### src/rtl/pkg_rpn.sv
// Shared types and defaults for the RPN stack controller and its operand stack.
package pkg_rpn;

    typedef enum logic [1:0] {
        OCIOSO  = 2'd0,
        EXECUTA = 2'd1,
        GRAVA   = 2'd2
    } estado_t;

    localparam int LARGURA_PADRAO      = 8;
    localparam int PROFUNDIDADE_PADRAO = 4;
    localparam int OP_W_PADRAO         = 3;

    // Pointer must represent 0..PROFUNDIDADE, hence one bit more than the index
    function automatic int largura_ptr(input int prof);
        return $clog2(prof) + 1;
    endfunction

endpackage

### src/rtl/pilha_rpn.sv
// Register-file LIFO: push at the pointer, indexed write-back, pointer inc/dec.
module pilha_rpn
    import pkg_rpn::*;
#(
    parameter int LARGURA      = LARGURA_PADRAO,
    parameter int PROFUNDIDADE = PROFUNDIDADE_PADRAO
) (
    input  logic                                  clk,
    input  logic                                  rst_n,
    input  logic                                  i_limpar,
    input  logic                                  i_push,
    input  logic [LARGURA-1:0]                    i_dado,
    input  logic                                  i_grava,
    input  logic                                  i_dec,
    input  logic [$clog2(PROFUNDIDADE)-1:0]       i_idx,
    input  logic [LARGURA-1:0]                    i_resultado,
    output logic [LARGURA-1:0]                    o_topo,
    output logic [LARGURA-1:0]                    o_tos,
    output logic [LARGURA-1:0]                    o_nos,
    output logic [largura_ptr(PROFUNDIDADE)-1:0]  o_contagem
);

    localparam int PW = largura_ptr(PROFUNDIDADE);
    localparam int AW = PW - 1;

    logic [LARGURA-1:0] r_mem [PROFUNDIDADE];
    logic [PW-1:0]      r_ptr;
    logic [AW-1:0]      w_idx_push;
    logic [AW-1:0]      w_idx_tos;
    logic [AW-1:0]      w_idx_nos;

    // Index arithmetic wraps modulo the depth, so a full stack still addresses correctly
    assign w_idx_push = r_ptr[AW-1:0];
    assign w_idx_tos  = r_ptr[AW-1:0] - AW'(1);
    assign w_idx_nos  = r_ptr[AW-1:0] - AW'(2);

    always_ff @(posedge clk) begin
        if (!rst_n) begin
            r_ptr <= '0;
        end else if (i_limpar) begin
            r_ptr <= '0;
        end else if (i_push) begin
            r_ptr <= r_ptr + PW'(1);
        end else if (i_grava && i_dec) begin
            r_ptr <= r_ptr - PW'(1);
        end
    end

    always_ff @(posedge clk) begin
        if (i_push) begin
            r_mem[w_idx_push] <= i_dado;
        end else if (i_grava) begin
            r_mem[i_idx] <= i_resultado;
        end
    end

    assign o_tos      = r_mem[w_idx_tos];
    assign o_nos      = r_mem[w_idx_nos];
    assign o_topo     = (r_ptr == '0) ? '0 : r_mem[w_idx_tos];
    assign o_contagem = r_ptr;

endmodule

### src/rtl/controlador_pilha_rpn.sv
// RPN sequencing controller: operand stack, ALU operand registers, error flags.
// Optional macro RPN_DUP_EN: execute with a single entry uses it as both operands.
module controlador_pilha_rpn
    import pkg_rpn::*;
#(
    parameter int LARGURA      = LARGURA_PADRAO,
    parameter int PROFUNDIDADE = PROFUNDIDADE_PADRAO,
    parameter int OP_W         = OP_W_PADRAO
) (
    input  logic                                  clk,
    input  logic                                  rst_n,
    input  logic                                  enter_pulso,
    input  logic                                  executar_pulso,
    input  logic                                  limpar_pulso,
    input  logic [LARGURA-1:0]                    dado_entrada,
    input  logic [OP_W-1:0]                       operacao,
    input  logic [LARGURA-1:0]                    alu_resultado,
    output logic [LARGURA-1:0]                    alu_a,
    output logic [LARGURA-1:0]                    alu_b,
    output logic [OP_W-1:0]                       alu_op,
    output logic [LARGURA-1:0]                    topo,
    output logic [largura_ptr(PROFUNDIDADE)-1:0]  contagem,
    output logic                                  ocupado,
    output logic                                  resultado_valido,
    output logic                                  erro_underflow,
    output logic                                  erro_overflow
);

    localparam int PW = largura_ptr(PROFUNDIDADE);
    localparam int AW = PW - 1;

    estado_t            r_estado, w_prox;
    logic [LARGURA-1:0] r_alu_a, r_alu_b;
    logic [OP_W-1:0]    r_alu_op;
    logic               r_resultado_valido, r_erro_underflow, r_erro_overflow;

    logic               w_push, w_grava, w_aceita, w_set_unf, w_set_ovf;
    logic               w_exec_ok, w_cheia, w_dec;
    logic [LARGURA-1:0] w_tos, w_nos, w_op_a;
    logic [PW-1:0]      w_cont;
    logic [AW-1:0]      w_idx;

    assign w_cheia = (w_cont == PW'(PROFUNDIDADE));

`ifdef RPN_DUP_EN
    assign w_exec_ok = (w_cont != '0);
    assign w_dec     = (w_cont >= PW'(2));
    assign w_op_a    = w_dec ? w_nos : w_tos;
`else
    assign w_exec_ok = (w_cont >= PW'(2));
    assign w_dec     = 1'b1;
    assign w_op_a    = w_nos;
`endif

    // Result lands in the next-of-stack slot, or slot 0 when a single entry was duplicated
    assign w_idx = w_dec ? (w_cont[AW-1:0] - AW'(2)) : '0;

    always_comb begin
        w_prox    = r_estado;
        w_push    = 1'b0;
        w_grava   = 1'b0;
        w_aceita  = 1'b0;
        w_set_unf = 1'b0;
        w_set_ovf = 1'b0;
        if (limpar_pulso) begin
            w_prox = OCIOSO;
        end else begin
            unique case (r_estado)
                OCIOSO: begin
                    if (executar_pulso) begin
                        if (w_exec_ok) begin
                            w_aceita = 1'b1;
                            w_prox   = EXECUTA;
                        end else begin
                            w_set_unf = 1'b1;
                        end
                    end else if (enter_pulso) begin
                        if (w_cheia) w_set_ovf = 1'b1;
                        else         w_push    = 1'b1;
                    end
                end
                EXECUTA: w_prox = GRAVA;
                GRAVA: begin
                    w_grava = 1'b1;
                    w_prox  = OCIOSO;
                end
                default: w_prox = OCIOSO;
            endcase
        end
    end

    always_ff @(posedge clk) begin
        if (!rst_n) begin
            r_estado           <= OCIOSO;
            r_alu_a            <= '0;
            r_alu_b            <= '0;
            r_alu_op           <= '0;
            r_resultado_valido <= 1'b0;
            r_erro_underflow   <= 1'b0;
            r_erro_overflow    <= 1'b0;
        end else begin
            r_estado           <= w_prox;
            r_resultado_valido <= w_grava;
            if (w_aceita) begin
                r_alu_a  <= w_op_a;
                r_alu_b  <= w_tos;
                r_alu_op <= operacao;
            end
            if (limpar_pulso) begin
                r_erro_underflow <= 1'b0;
                r_erro_overflow  <= 1'b0;
            end else begin
                if (w_set_unf) r_erro_underflow <= 1'b1;
                if (w_set_ovf) r_erro_overflow  <= 1'b1;
            end
        end
    end

    pilha_rpn #(
        .LARGURA      (LARGURA),
        .PROFUNDIDADE (PROFUNDIDADE)
    ) u_pilha (
        .clk         (clk),
        .rst_n       (rst_n),
        .i_limpar    (limpar_pulso),
        .i_push      (w_push),
        .i_dado      (dado_entrada),
        .i_grava     (w_grava),
        .i_dec       (w_dec),
        .i_idx       (w_idx),
        .i_resultado (alu_resultado),
        .o_topo      (topo),
        .o_tos       (w_tos),
        .o_nos       (w_nos),
        .o_contagem  (w_cont)
    );

    assign contagem         = w_cont;
    assign alu_a            = r_alu_a;
    assign alu_b            = r_alu_b;
    assign alu_op           = r_alu_op;
    assign ocupado          = (r_estado != OCIOSO);
    assign resultado_valido = r_resultado_valido;
    assign erro_underflow   = r_erro_underflow;
    assign erro_overflow    = r_erro_overflow;

endmodule
### config.mk
export PLATFORM = sky130hd
export DESIGN_NAME = controlador_pilha_rpn
export DESIGN_NICKNAME = d
export VERILOG_FILES = /design/src/rtl/pkg_rpn.sv /design/src/rtl/pilha_rpn.sv /design/src/rtl/controlador_pilha_rpn.sv
export SDC_FILE = /design/constraint.sdc
export NUM_CORES = 1
export LEC_CHECK = 0
export ABC_AREA = 1
export BUFFER_PORTS_ARGS = -buffer_cell sky130_fd_sc_hd__buf_2
export CAP_MARGIN = 0
export CORE_ASPECT_RATIO = 0.6
export CORE_MARGIN = 3
export CORE_UTILIZATION = 49
export CTS_CLUSTER_SIZE = 24
export DETAILED_ROUTE_END_ITERATION = 12
export GPL_TIMING_DRIVEN = 1
export PLACE_DENSITY_LB_ADDON = 0.3
export SLEW_MARGIN = 25
export SYNTH_ARGS = -nofsm -noshare
export SYNTH_HDL_FRONTEND = slang
export SYNTH_SLANG_ARGS = --single-unit
### constraint.sdc
create_clock -name clk -period 2.3 [get_ports clk]
set_input_delay 0.46 -clock clk [delete_from_list [all_inputs] [get_ports clk]]
set_output_delay 0.46 -clock clk [all_outputs]
set_load 0.01 [all_outputs]
==> summary.json, run 1 <==
{
  "status": {
    "run_status": "completed"
  },
  "cts": {
    "max-clock-path-buffers": 2,
    "cts-hold-fix-buffers": 0,
    "cts_made_buffers": 9,
    "tritoncts_clock_tree": "yes",
    "worstSkewPairLatency_ps": 330,
    "cts_max_level": 3,
    "post_cts_buffers": 0,
    "cts_root_buffer": "clkbuf_8",
    "clock-sinks": 59,
    "clk_pin_slew_worst_paths_ps": 70
  },
  "setup_path": {
    "timing.critical_path.required_ps": 1840,
    "crit_path_start_kind": "flip-flop",
    "crit_path_end_kind": "output pin",
    "arrival_ps": 1740,
    "worst-path-buf-inv": 4,
    "slowest_stage": "dfxtp_2",
    "slowest_delay_ps": 330,
    "internal_reg_to_reg_setup_slack_ps": 390,
    "crit_path_cell_trace": "inv_1 -> ha_1 -> inv_1 -> buf_12 -> a21oi_1 -> o21ai_1 -> a21oi_2 -> buf_2",
    "crit_path_frequent_cell": "inv_1",
    "timing.critical_path.fanout_max": 16,
    "crit_family": "buffers and inverters",
    "worstSetupPathType": "reg2out"
  },
  "layout": {
    "finalNetCount": 445,
    "flow.area_growth_from_synthesis_pct": 21.1,
    "layout_commonest_cell": "nand2_1",
    "highest_count_cells_in_the_layout_ignoring_fill_and_taps": "nand2_1, buf_2, inv_1",
    "antenna_cells": 0,
    "fraction_of_final_layout_cells_with_drive_strength_greater_than_1_pct": 25.3,
    "stdcell_count": 500,
    "postLayoutCellArea_mm2": 0.00348
  },
  "global_routing": {
    "grt_overflow_total": 0,
    "grt_max_degree": 39,
    "global_route_wire_length_before_repair_mm": 10.8,
    "first_global_vias": 2210,
    "grtUsageTotal_pct": 20.8,
    "antenna_violations_before_repair": 0
  },
  "sta": {
    "final.setup_skew_ps": 8.92,
    "timing.final.ws_setup_ps": 100,
    "finalSetupViolations": 0,
    "tightestPinTransition_ps": 488,
    "fmaxAchievable_mhz": 455,
    "grt_setup_unrepaired": "no",
    "final.min_clock_period_ps": 2200,
    "relSlewSlack_pct": 67.4,
    "final.period_utilization_pct": 95.7,
    "hold_viol_final": 0,
    "report.final.slew_viol_count": 0
  },
  "power": {
    "power_leakage_nw": 1.64,
    "power_switching_share_pct": 23.1,
    "power_switching_uw": 504,
    "power.share.combinational_pct": 7.8,
    "max-vdd-ir-drop_v": 0.000396,
    "internal_mw": 1.68,
    "power.clock.fraction_pct": 40.3,
    "power.share.sequential_pct": 51.9,
    "power_density_mw_per_mm2": 628
  },
  "detailed_routing": {
    "dr.pass1.iters": 5,
    "avgRoutedWirePerCell_um": 13.9,
    "via_per_inst": 4.86,
    "drt_iter0_drc": 180,
    "detail_route.drc_violations": 0,
    "detail-route-antenna-nets": 0,
    "finalWirelength_mm": 6.93,
    "routed-via-count": 2429
  },
  "logic_synthesis": {
    "netlist-cell-type-count": 25,
    "share_of_async_settable_or_async_resettable_flops_after_synthesis_pct": 0,
    "synth_edf_count": 32,
    "yosys_register_bits": 59,
    "syn-cell-area_mm2": 0.00287,
    "avgSynthCellArea_um2": 8.06,
    "dominantRegCellSynth": "edfxtp_1",
    "net_count_of_the_mapped_netlist": 383,
    "syn_inst": 356,
    "synth_sequential_area_ratio_pct": 52.3,
    "yosys_warnings": 0
  },
  "worst_hold_path": {
    "min-delay-path-class": "in2reg"
  },
  "floorplan": {
    "floorplan.die.width_um": 105,
    "area_of_the_die_mm2": 0.00684,
    "boundaryPins": 58,
    "die_y_um": 65.3,
    "placement_rows": 20,
    "floorplan.core_area_mm2": 0.00536,
    "initial_utilization_pct": 53.6
  },
  "place": {
    "place_congestion": 0.838,
    "detailed_place.area_mm2": 0.00327,
    "buffer_ports.inserted": 57,
    "place_hpwl_mm": 4.96,
    "placement.setup.worst_slack_ps": 254,
    "dpl.cell_count": 484
  },
  "flow_run": {
    "drv.max_cap_violation_count": 0
  }
}
## metal layers
metal | up-vias | global-route usage, % | wire [um]
met5 | - | 0 | 0
met4 | 0 | 6.22 | 42
met3 | 7 | 6.38 | 695
met2 | 84 | 30.9 | 2970
met1 | 1075 | 29.2 | 3210
li1 | 1263 | - | -
## power by group through the flow
stage / clock network [mW] / logic (mW) / registers [mW]
after CTS: 0.894 / 0.167 / 1.13
final: 0.880 / 0.171 / 1.13
after global routing: 0.943 / 0.189 / 1.13
after global placement: 0 / 0.161 / 1.15
after detailed placement: 0 / 0.166 / 1.15
after floorplan: 0 / 0.0975 / 1.16
## cells in the mapped netlist (2+ instances only)
| master | count | area (um2) |
|---|---|---|
| nand2_1 | 97 | 364 |
| inv_1 | 46 | 173 |
| nor2_1 | 46 | 173 |
| edfxtp_1 | 32 | 961 |
| a21oi_1 | 30 | 150 |
| dfxtp_1 | 27 | 541 |
| o21ai_0 | 17 | 85.1 |
| o211ai_1 | 16 | 120 |
| buf_2 | 10 | 50.1 |
| nand3_1 | 6 | 30.0 |
| nor3_1 | 5 | 25.0 |
| nand2_2 | 4 | 25.0 |
| buf_4 | 3 | 22.5 |
| clkbuf_1 | 3 | 11.3 |
| ha_1 | 2 | 25.0 |
| inv_2 | 2 | 7.51 |
| nor2_2 | 2 | 12.5 |
## state kept, by name (all words and copies together) (netlist names)
| name | cells |
|---|---|
| r_estado | 2 |
| alu_a | 8 |
| alu_op | 3 |
| alu_b | 8 |
| u_pilha.r_mem | 32 |
| erro_overflow | 1 |
| u_pilha.o_contagem | 3 |
| erro_underflow | 1 |
| resultado_valido | 1 |
## path summary, 6_finish.rpt
kind | start | endpoint | cells after the start
setup / recovery | u_pilha.o_contagem[1]$_SDFFE_PP0P_ | topo[4] | 8
hold / removal | operacao[1] | alu_op[1]$_SDFFE_PN0P_ | 3
setup reg to reg | u_pilha.o_contagem[1]$_SDFFE_PP0P_ | u_pilha.r_mem[1][4]$_DFFE_PP_ | 7
hold reg to reg | alu_op[0]$_SDFFE_PN0P_ | alu_op[0]$_SDFFE_PN0P_ | 2
## worst register-to-register path, delay by kind of cell, from the launching register on
family	cells	cell delay (ps)
compound gates	1	180
fa+ha+maj	1	200
buf+inv	1	60
flops	1	330
simple gates	4	770
## layout make-up
| class | instances | area (um2) |
|---|---|---|
| well taps | 77 | 96.3 |
| clock buffers | 10 | 128 |
| fillers | 488 | 1880 |
| clock inverters | 6 | 56.3 |
| inverters | 48 | 180 |
| flip-flops and latches | 59 | 1500 |
| repair buffers | 68 | 380 |
| multi-input cells | 232 | 1130 |
## per-stage QoR
| stage | power (mW) | hold slack, ps | utilization [%] | TNS (ps) |
|---|---|---|---|---|
| floorplan | 1.25 | 461 | - | -3360 |
| global placement | 1.31 | 437 | 61.1 | 0 |
| detailed placement | 1.32 | 439 | 61.1 | 0 |
| CTS | 2.19 | 383 | 64.6 | 0 |
| global route | 2.26 | 394 | 64.9 | 0 |
| finish | 2.18 | 392 | 64.9 | 0 |
## cells by family after synthesis
group	share of synthesized area, %
AO/OA/AOI/OAI	12.4
XOR/XNOR	0.305
adder cells (fa/ha/maj)	1.57
buffers and inverters	9.59
flip-flops	52.3
AND/OR/NAND/NOR	23.8
## what timing repair did
item,4_1_cts,5_1_grt
pin swaps,0,2
resized for setup,1,11
endpoints found under the setup margin,1,8
No activity file was read; power rests on OpenSTA's default activity.
==> run 2: changes to the inputs <==
PLACE_DENSITY = 0.86   (was unset)
PLACE_DENSITY_LB_ADDON = unset   (was 0.3)
==> summary.json, run 2 (same netlist as run 1, synthesis figures left out) <==
{
  "setup_path": {
    "worstSetupPathType": "reg2out",
    "slowest_stage": "dfxtp_1",
    "crit_path_start_kind": "flip-flop",
    "timing.critical_path.fanout_max": {"value": 16, "change": "unchanged"},
    "timing.critical_path.required": {"value": 1840, "unit": "ps", "change": "about the same"},
    "crit_path_frequent_cell": "inv_1",
    "crit_path_cell_trace": "inv_1 -> ha_1 -> inv_1 -> buf_8 -> a21oi_1 -> o21ai_1 -> a21oi_2 -> buf_2",
    "slowest_delay": {"value": 330, "unit": "ps", "change": "about the same"},
    "worst-path-buf-inv": {"value": 4, "change": "unchanged"},
    "crit_path_end_kind": "output pin",
    "arrival": {"value": 1770, "unit": "ps", "change": "+30 ps"},
    "crit_family": "buffers and inverters"
  },
  "detailed_routing": {
    "routed-via-count": {"value": 2548, "change": "+4.9%"},
    "avgRoutedWirePerCell": {"value": 14.0, "unit": "um", "change": "+1.3%"},
    "finalWirelength": {"value": 7.01, "unit": "mm", "change": "+1.1%"},
    "detail-route-antenna-nets": {"value": 0, "change": "unchanged"},
    "detail_route.drc_violations": {"value": 0, "change": "unchanged"},
    "drt_iter0_drc": {"value": 184, "change": "+2.2%"},
    "via_per_inst": {"value": 5.11, "change": "+5.1%"},
    "dr.pass1.iters": {"value": 5, "change": "unchanged"}
  },
  "cts": {
    "cts_made_buffers": {"value": 9, "change": "unchanged"},
    "cts-hold-fix-buffers": {"value": 0, "change": "unchanged"},
    "cts_root_buffer": "clkbuf_8",
    "cts_max_level": {"value": 3, "change": "unchanged"},
    "clock-sinks": {"value": 59, "change": "unchanged"},
    "max-clock-path-buffers": {"value": 2, "change": "unchanged"},
    "clk_pin_slew_worst_paths": {"value": 60, "unit": "ps", "change": "about the same"},
    "tritoncts_clock_tree": "yes",
    "worstSkewPairLatency": {"value": 330, "unit": "ps", "change": "about the same"}
  },
  "layout": {
    "finalNetCount": {"value": 444, "change": "-0.22%"},
    "final_core_utilization": {"value": 65.4, "unit": "%", "change": "+0.44 points"},
    "antenna_cells": {"value": 0, "change": "unchanged"},
    "layout_commonest_cell": "nand2_1",
    "flow.area_growth_from_synthesis_pct": 22.0,
    "max_flop_register": "u_pilha.r_mem",
    "highest_count_cells_in_the_layout_ignoring_fill_and_taps": "nand2_1, buf_2, inv_1",
    "largest_register_ffs": {"value": 32, "change": "unchanged"},
    "fraction_of_final_layout_cells_with_drive_strength_greater_than_1": {"value": 25.4, "unit": "%", "change": "+0.060 points"},
    "stdcell_count": {"value": 499, "change": "-0.20%"}
  },
  "power": {
    "power.share.combinational": {"value": 7.4, "unit": "%", "change": "-0.4 points"},
    "power_density": {"value": 656, "unit": "mW/mm2", "change": "+4.5%"},
    "power.share.sequential": {"value": 49.3, "unit": "%", "change": "-2.6 points"},
    "internal": {"value": 1.79, "unit": "mW", "change": "+6.4%"},
    "max-vdd-ir-drop": {"value": 0.000469, "unit": "V", "change": "+18%"},
    "power.clock.fraction": {"value": 43.4, "unit": "%", "change": "+3.1 points"},
    "power_switching": {"value": 510, "unit": "uW", "change": "+1.1%"},
    "power_switching_share": {"value": 22.2, "unit": "%", "change": "-0.90 points"},
    "power_leakage": {"value": 1.65, "unit": "nW", "change": "about the same"}
  },
  "place": {
    "dpl.cell_count": {"value": 483, "change": "-0.21%"},
    "buffer_ports.inserted": {"value": 57, "change": "unchanged"},
    "place_congestion": {"value": 0.876, "change": "+4.6%"},
    "placement.setup.worst_slack": {"value": 288, "unit": "ps", "change": "+33.6 ps"},
    "place_hpwl": {"value": 4.93, "unit": "mm", "change": "-0.76%"}
  },
  "sta": {
    "final.setup_skew": {"value": 4.77, "unit": "ps", "change": "-4.15 ps"},
    "hold_viol_final": {"value": 0, "change": "unchanged"},
    "finalSetupViolations": {"value": 0, "change": "unchanged"},
    "fin_setup_tns": {"value": 0, "unit": "ps", "change": "unchanged"},
    "tightestPinTransition": {"value": 496, "unit": "ps", "change": "+7.93 ps"},
    "report.final.slew_viol_count": {"value": 0, "change": "unchanged"},
    "final.period_utilization": {"value": 96.8, "unit": "%", "change": "+1.1 points"},
    "relSlewSlack": {"value": 66.6, "unit": "%", "change": "-0.84 points"},
    "timing.final.ws_setup": {"value": 74.5, "unit": "ps", "change": "-25.5 ps"},
    "fin_worst_hold_slack": {"value": 395, "unit": "ps", "change": "+2.84 ps"},
    "fmaxAchievable": {"value": 449, "unit": "MHz", "change": "-1.1%"},
    "final.min_clock_period": {"value": 2230, "unit": "ps", "change": "+25.5 ps"}
  },
  "global_routing": {
    "grtUsageTotal": {"value": 21.5, "unit": "%", "change": "+0.72 points"},
    "antenna_violations_before_repair": {"value": 0, "change": "unchanged"},
    "first_global_vias": {"value": 2345, "change": "+6.1%"},
    "grt_max_degree": {"value": 39, "change": "unchanged"},
    "grt_overflow_total": {"value": 0, "change": "unchanged"},
    "global_route_wire_length_before_repair": {"value": 11.3, "unit": "mm", "change": "+4.8%"}
  },
  "floorplan": {
    "floorplan.die.width": {"value": 105, "unit": "um", "change": "unchanged"},
    "floorplan.core_area": {"value": 0.00536, "unit": "mm2", "change": "unchanged"},
    "area_of_the_die": {"value": 0.00684, "unit": "mm2", "change": "unchanged"},
    "boundaryPins": {"value": 58, "change": "unchanged"},
    "die_y": {"value": 65.3, "unit": "um", "change": "unchanged"},
    "initial_utilization": {"value": 53.6, "unit": "%", "change": "unchanged"},
    "placement_rows": {"value": 20, "change": "unchanged"}
  },
  "flow_run": {
    "drv.max_cap_violation_count": {"value": 0, "change": "unchanged"}
  },
  "status": {
    "run_status": "completed"
  },
  "worst_hold_path": {
    "min-delay-path-class": "in2reg"
  }
}
run 2: cell count changes in the layout (fill, tap and decap cells not counted):
| cell | delta |
|---|---|
| a21oi_2 | +2 |
| dfxtp_2 | -2 |
| dfxtp_1 | +2 |
| clkinv_1 | +1 |
| clkinv_2 | -2 |
| o21ai_2 | +2 |
| o21ai_0 | -2 |
| a21oi_1 | -2 |
| buf_8 | +1 |
| buf_4 | -1 |
| bufinv_16 | +1 |
| buf_12 | -1 |
run 2: final cells by class:
| cell class | count | area (um2) |
|---|---|---|
| inverters | 48 | 180 |
| clock buffers | 10 | 128 |
| multi-input cells | 232 | 1150 |
| fillers | 467 | 1850 |
| clock inverters | 6 | 80.1 |
| well taps | 77 | 96.3 |
| repair buffers | 67 | 368 |
| flip-flops and latches | 59 | 1500 |
run 2: metrics by stage:
step / cell area (um2) / power [mW]
finish: 3500 / 2.30
global route: 3500 / 2.39
CTS: 3470 / 2.31
detailed placement: 3270 / 1.32
global placement: 3270 / 1.31
floorplan: 2910 / 1.25
run 2: what timing repair did:
action / CTS / global route
setup buffers: 0 / 0
endpoints found under the hold margin: 0 / 0
pin swaps: 0 / 2
resized for setup: 2 / 13
setup endpoints to repair: 2 / 8
run 2: worst reg2reg max path, delay by kind of cell, from the launching register on:
| kind | cells | cell delay, ps |
|---|---|---|
| AND/OR/NAND/NOR | 4 | 770 |
| flip-flops | 1 | 330 |
| AO/OA/AOI/OAI | 1 | 200 |
| buffers and inverters | 1 | 70 |
| adder cells (fa/ha/maj) | 1 | 200 |
run 2: path summary, 6_finish.rpt:
kind	startpoint	to	slack, ps	depth (start not counted)
setup / recovery	u_pilha.o_contagem[1]$_SDFFE_PP0P_	topo[0]	70	8
hold / removal	operacao[2]	alu_op[2]$_SDFFE_PN0P_	390	3
setup reg to reg	u_pilha.o_contagem[1]$_SDFFE_PP0P_	u_pilha.r_mem[1][7]$_DFFE_PP_	360	7
hold reg to reg	erro_underflow$_SDFFE_PP0P_	erro_underflow$_SDFFE_PP0P_	460	2
run 2: power groups by stage:
stage          clock (mW)  combinational, mW  sequential (mW)
3_5_place_dp            0              0.163             1.15
3_3_place_gp            0              0.156             1.15
2_1_floorplan           0             0.0975             1.16
4_1_cts              1.01              0.165             1.13
5_1_grt              1.07              0.189             1.13
6_report            0.996              0.169             1.13
run 2: routing by layer:
metal  share of wire, %  vias to the layer above  GRT usage, %  routed length, um
met4                1.5                        0          8.02                106
met1                 43                     1132          28.2               3020
met2                 45                      131          33.5               3180
met5                  0                        -             0                  0
met3                 10                       16          6.87                697
li1                   -                     1269             -                  -
==> run 3: changes to the inputs <==
CELL_PAD_IN_SITES_DETAIL_PLACEMENT = 0   (was unset)
CELL_PAD_IN_SITES_GLOBAL_PLACEMENT = 2   (was unset)
CORE_UTILIZATION = 28   (was 49)
PLACE_DENSITY = 0.85   (was 0.86)
==> summary.json, run 3 (same netlist as run 1, synthesis figures left out) <==
{
  "status": {
    "run_status": "completed"
  },
  "setup_path": {
    "crit_path_start_kind": "flip-flop",
    "critical_path.reg2reg.endpoint": "u_pilha.o_contagem[2]$_SDFFE_PP0P_",
    "worstSetupPathType": "reg2out",
    "internal_reg_to_reg_setup_slack": {"value": 460, "unit": "ps", "change": "+100 ps"},
    "critical_path.startpoint": "u_pilha.o_contagem[1]$_SDFFE_PP0P_",
    "timing.reg2reg.worst_path_depth": {"value": 11, "change": "+4"},
    "crit_path_end_kind": "output pin",
    "timing.critical_path.fanout_max": {"value": 16, "change": "unchanged"},
    "timing.critical_path.required": {"value": 1840, "unit": "ps", "change": "about the same"},
    "arrival": {"value": 1700, "unit": "ps", "change": "-70 ps"},
    "critical_path_destination": "topo[3]",
    "critical_path.reg2reg.startpoint": "u_pilha.o_contagem[1]$_SDFFE_PP0P_"
  },
  "place": {
    "detailed_place.area": {"value": 0.00333, "unit": "mm2", "change": "+2.0%"},
    "place_hpwl": {"value": 5.42, "unit": "mm", "change": "+10%"},
    "buffer_ports.inserted": {"value": 57, "change": "unchanged"},
    "place_congestion": {"value": 0.751, "change": "-14%"}
  },
  "worst_hold_path": {
    "min-delay-path-class": "in2reg"
  },
  "cts": {
    "worstSkewPairLatency": {"value": 330, "unit": "ps", "change": "about the same"},
    "max-clock-path-buffers": {"value": 2, "change": "unchanged"},
    "tritoncts_clock_tree": "yes",
    "cts_max_level": {"value": 3, "change": "unchanged"},
    "cts-hold-fix-buffers": {"value": 0, "change": "unchanged"},
    "cts_made_buffers": {"value": 9, "change": "unchanged"},
    "clock-sinks": {"value": 59, "change": "unchanged"},
    "clk_pin_slew_worst_paths": {"value": 50, "unit": "ps", "change": "about the same"},
    "cts_root_buffer": "clkbuf_16"
  },
  "sta": {
    "finalSetupViolations": {"value": 0, "change": "unchanged"},
    "relSlewSlack": {"value": 69.5, "unit": "%", "change": "+2.9 points"},
    "tightestPinTransition": {"value": 453, "unit": "ps", "change": "-42.9 ps"},
    "final.setup_skew": {"value": 5.90, "unit": "ps", "change": "+1.13 ps"},
    "hold_viol_final": {"value": 0, "change": "unchanged"},
    "report.final.slew_viol_count": {"value": 0, "change": "unchanged"},
    "fin_worst_hold_slack": {"value": 403, "unit": "ps", "change": "+7.81 ps"},
    "fmaxAchievable": {"value": 462, "unit": "MHz", "change": "+2.8%"},
    "final.min_clock_period": {"value": 2160, "unit": "ps", "change": "-61.4 ps"},
    "final.period_utilization": {"value": 94.1, "unit": "%", "change": "-2.7 points"}
  },
  "floorplan": {
    "boundaryPins": {"value": 58, "change": "unchanged"},
    "die_y": {"value": 84.4, "unit": "um", "change": "+29%"},
    "area_of_the_die": {"value": 0.0115, "unit": "mm2", "change": "+69%"},
    "floorplan.die.width": {"value": 137, "unit": "um", "change": "+30%"},
    "placement_rows": {"value": 27, "change": "+35%"},
    "initial_utilization": {"value": 30.0, "unit": "%", "change": "-24 points"},
    "floorplan.core_area": {"value": 0.00956, "unit": "mm2", "change": "+79%"}
  },
  "global_routing": {
    "global_route_wire_length_before_repair": {"value": 11.4, "unit": "mm", "change": "+0.73%"},
    "grt.met2_usage": {"value": 14.5, "unit": "%", "change": "-19 points"},
    "grt_overflow_total": {"value": 0, "change": "unchanged"},
    "first_global_vias": {"value": 2118, "change": "-9.7%"},
    "gr-usage-met3": {"value": 4.07, "unit": "%", "change": "-2.8 points"},
    "antenna_violations_before_repair": {"value": 0, "change": "unchanged"},
    "grt_max_degree": {"value": 39, "change": "unchanged"},
    "grtUsageTotal": {"value": 13.1, "unit": "%", "change": "-8.4 points"},
    "groute.layer.met1.usage": {"value": 21.6, "unit": "%", "change": "-6.6 points"},
    "busiest_layer": "met1"
  },
  "layout": {
    "largest_register_ffs": {"value": 32, "change": "unchanged"},
    "fraction_of_final_layout_cells_with_drive_strength_greater_than_1": {"value": 24.7, "unit": "%", "change": "-0.65 points"},
    "final_core_utilization": {"value": 38.4, "unit": "%", "change": "-27 points"},
    "postLayoutCellArea": {"value": 0.00367, "unit": "mm2", "change": "+4.9%"},
    "highest_count_cells_in_the_layout_ignoring_fill_and_taps": "nand2_1, buf_2, inv_1",
    "finalNetCount": {"value": 444, "change": "unchanged"},
    "flow.area_growth_from_synthesis_pct": 27.9,
    "antenna_cells": {"value": 0, "change": "unchanged"},
    "max_flop_register": "u_pilha.r_mem",
    "layout_commonest_cell": "nand2_1"
  },
  "power": {
    "power_leakage": {"value": 1.70, "unit": "nW", "change": "+3.4%"},
    "max-vdd-ir-drop": {"value": 0.000348, "unit": "V", "change": "-26%"},
    "final_total_power": {"value": 2.79, "unit": "mW", "change": "+22%"},
    "power_density": {"value": 760, "unit": "mW/mm2", "change": "+16%"}
  },
  "detailed_routing": {
    "detail-route-antenna-nets": {"value": 0, "change": "unchanged"},
    "avgRoutedWirePerCell": {"value": 13.0, "unit": "um", "change": "-7.6%"},
    "drt_iter0_drc": {"value": 216, "change": "+17%"},
    "routed-via-count": {"value": 2453, "change": "-3.7%"},
    "finalWirelength": {"value": 7.15, "unit": "mm", "change": "+2.0%"},
    "via_per_inst": {"value": 4.45, "change": "-13%"},
    "dr.pass1.iters": {"value": 5, "change": "unchanged"},
    "detail_route.drc_violations": {"value": 0, "change": "unchanged"}
  },
  "flow_run": {
    "drv.max_cap_violation_count": {"value": 0, "change": "unchanged"}
  }
}
==> run 3: cell types whose count changed in the layout (fill, tap and decap cells not counted), sizes merged <==
cell | previous run | this run
bufinv | 2 | 3
clkinv | 3 | 1
==> run 3: how the worst min path moves through the flow <==
| stage | start | endpoint | slack [ps] | cells after the start |
|---|---|---|---|---|
| 2_1_floorplan | r_estado[0]$_SDFFE_PP0P_ | r_estado[1]$_SDFFE_PP0P_ | 460 | 2 |
| 3_3_place_gp | erro_underflow$_SDFFE_PP0P_ | erro_underflow$_SDFFE_PP0P_ | 440 | 2 |
| 3_5_place_dp | erro_underflow$_SDFFE_PP0P_ | erro_underflow$_SDFFE_PP0P_ | 440 | 2 |
| 4_1_cts | operacao[1] | alu_op[1]$_SDFFE_PN0P_ | 390 | 3 |
| 5_1_grt | operacao[0] | alu_op[0]$_SDFFE_PN0P_ | 400 | 3 |
| 6_report | operacao[1] | alu_op[1]$_SDFFE_PN0P_ | 400 | 3 |
==> run 3: timing repair <==
action,4_1_cts,5_1_grt
endpoints found under the hold margin,0,0
buffers inserted,0,0
endpoints found under the setup margin,0,7
gates resized for setup,0,9
==> run 3: area by class of cell <==
type / instances / area, um2
clock buffer: 10 / 229
clock inverter: 5 / 103
fill: 972 / 5890
inverter: 48 / 180
multi-input combinational: 232 / 1130
sequential: 59 / 1500
tap: 130 / 163
timing repair buffer: 67 / 364
==> run 3: through the flow <==
step                setup slack [ps]  instances  TNS [ps]
floorplan                       -210        356     -3360
global placement                 444        536         0
detailed placement               372        536         0
CTS                             52.8        551         0
global route                   -11.1        551     -11.1
finish                           136        551         0
==> run 3: power breakdown <==
group | switching, mW | internal [mW]
Sequential | 0.00738 | 1.13
Clock | 0.447 | 1.05
Combinational | 0.103 | 0.0597
==> run 3: routing by layer <==
layer / wire length (um) / vias to the layer above
li1: - / 1269
met1: 4120 / 1082
met2: 2390 / 90
met3: 510 / 12
met4: 132 / 0
met5: 0 / -
==> run 3: worst max-delay path, stage by stage, from the launching register on <==
cell and delay [ps]:
dfxtp_1 330, inv_1 60, ha_1 270, inv_1 50, buf_6 150, a21oi_1 100
o21ai_1 100, a21oi_2 170, buf_2 140
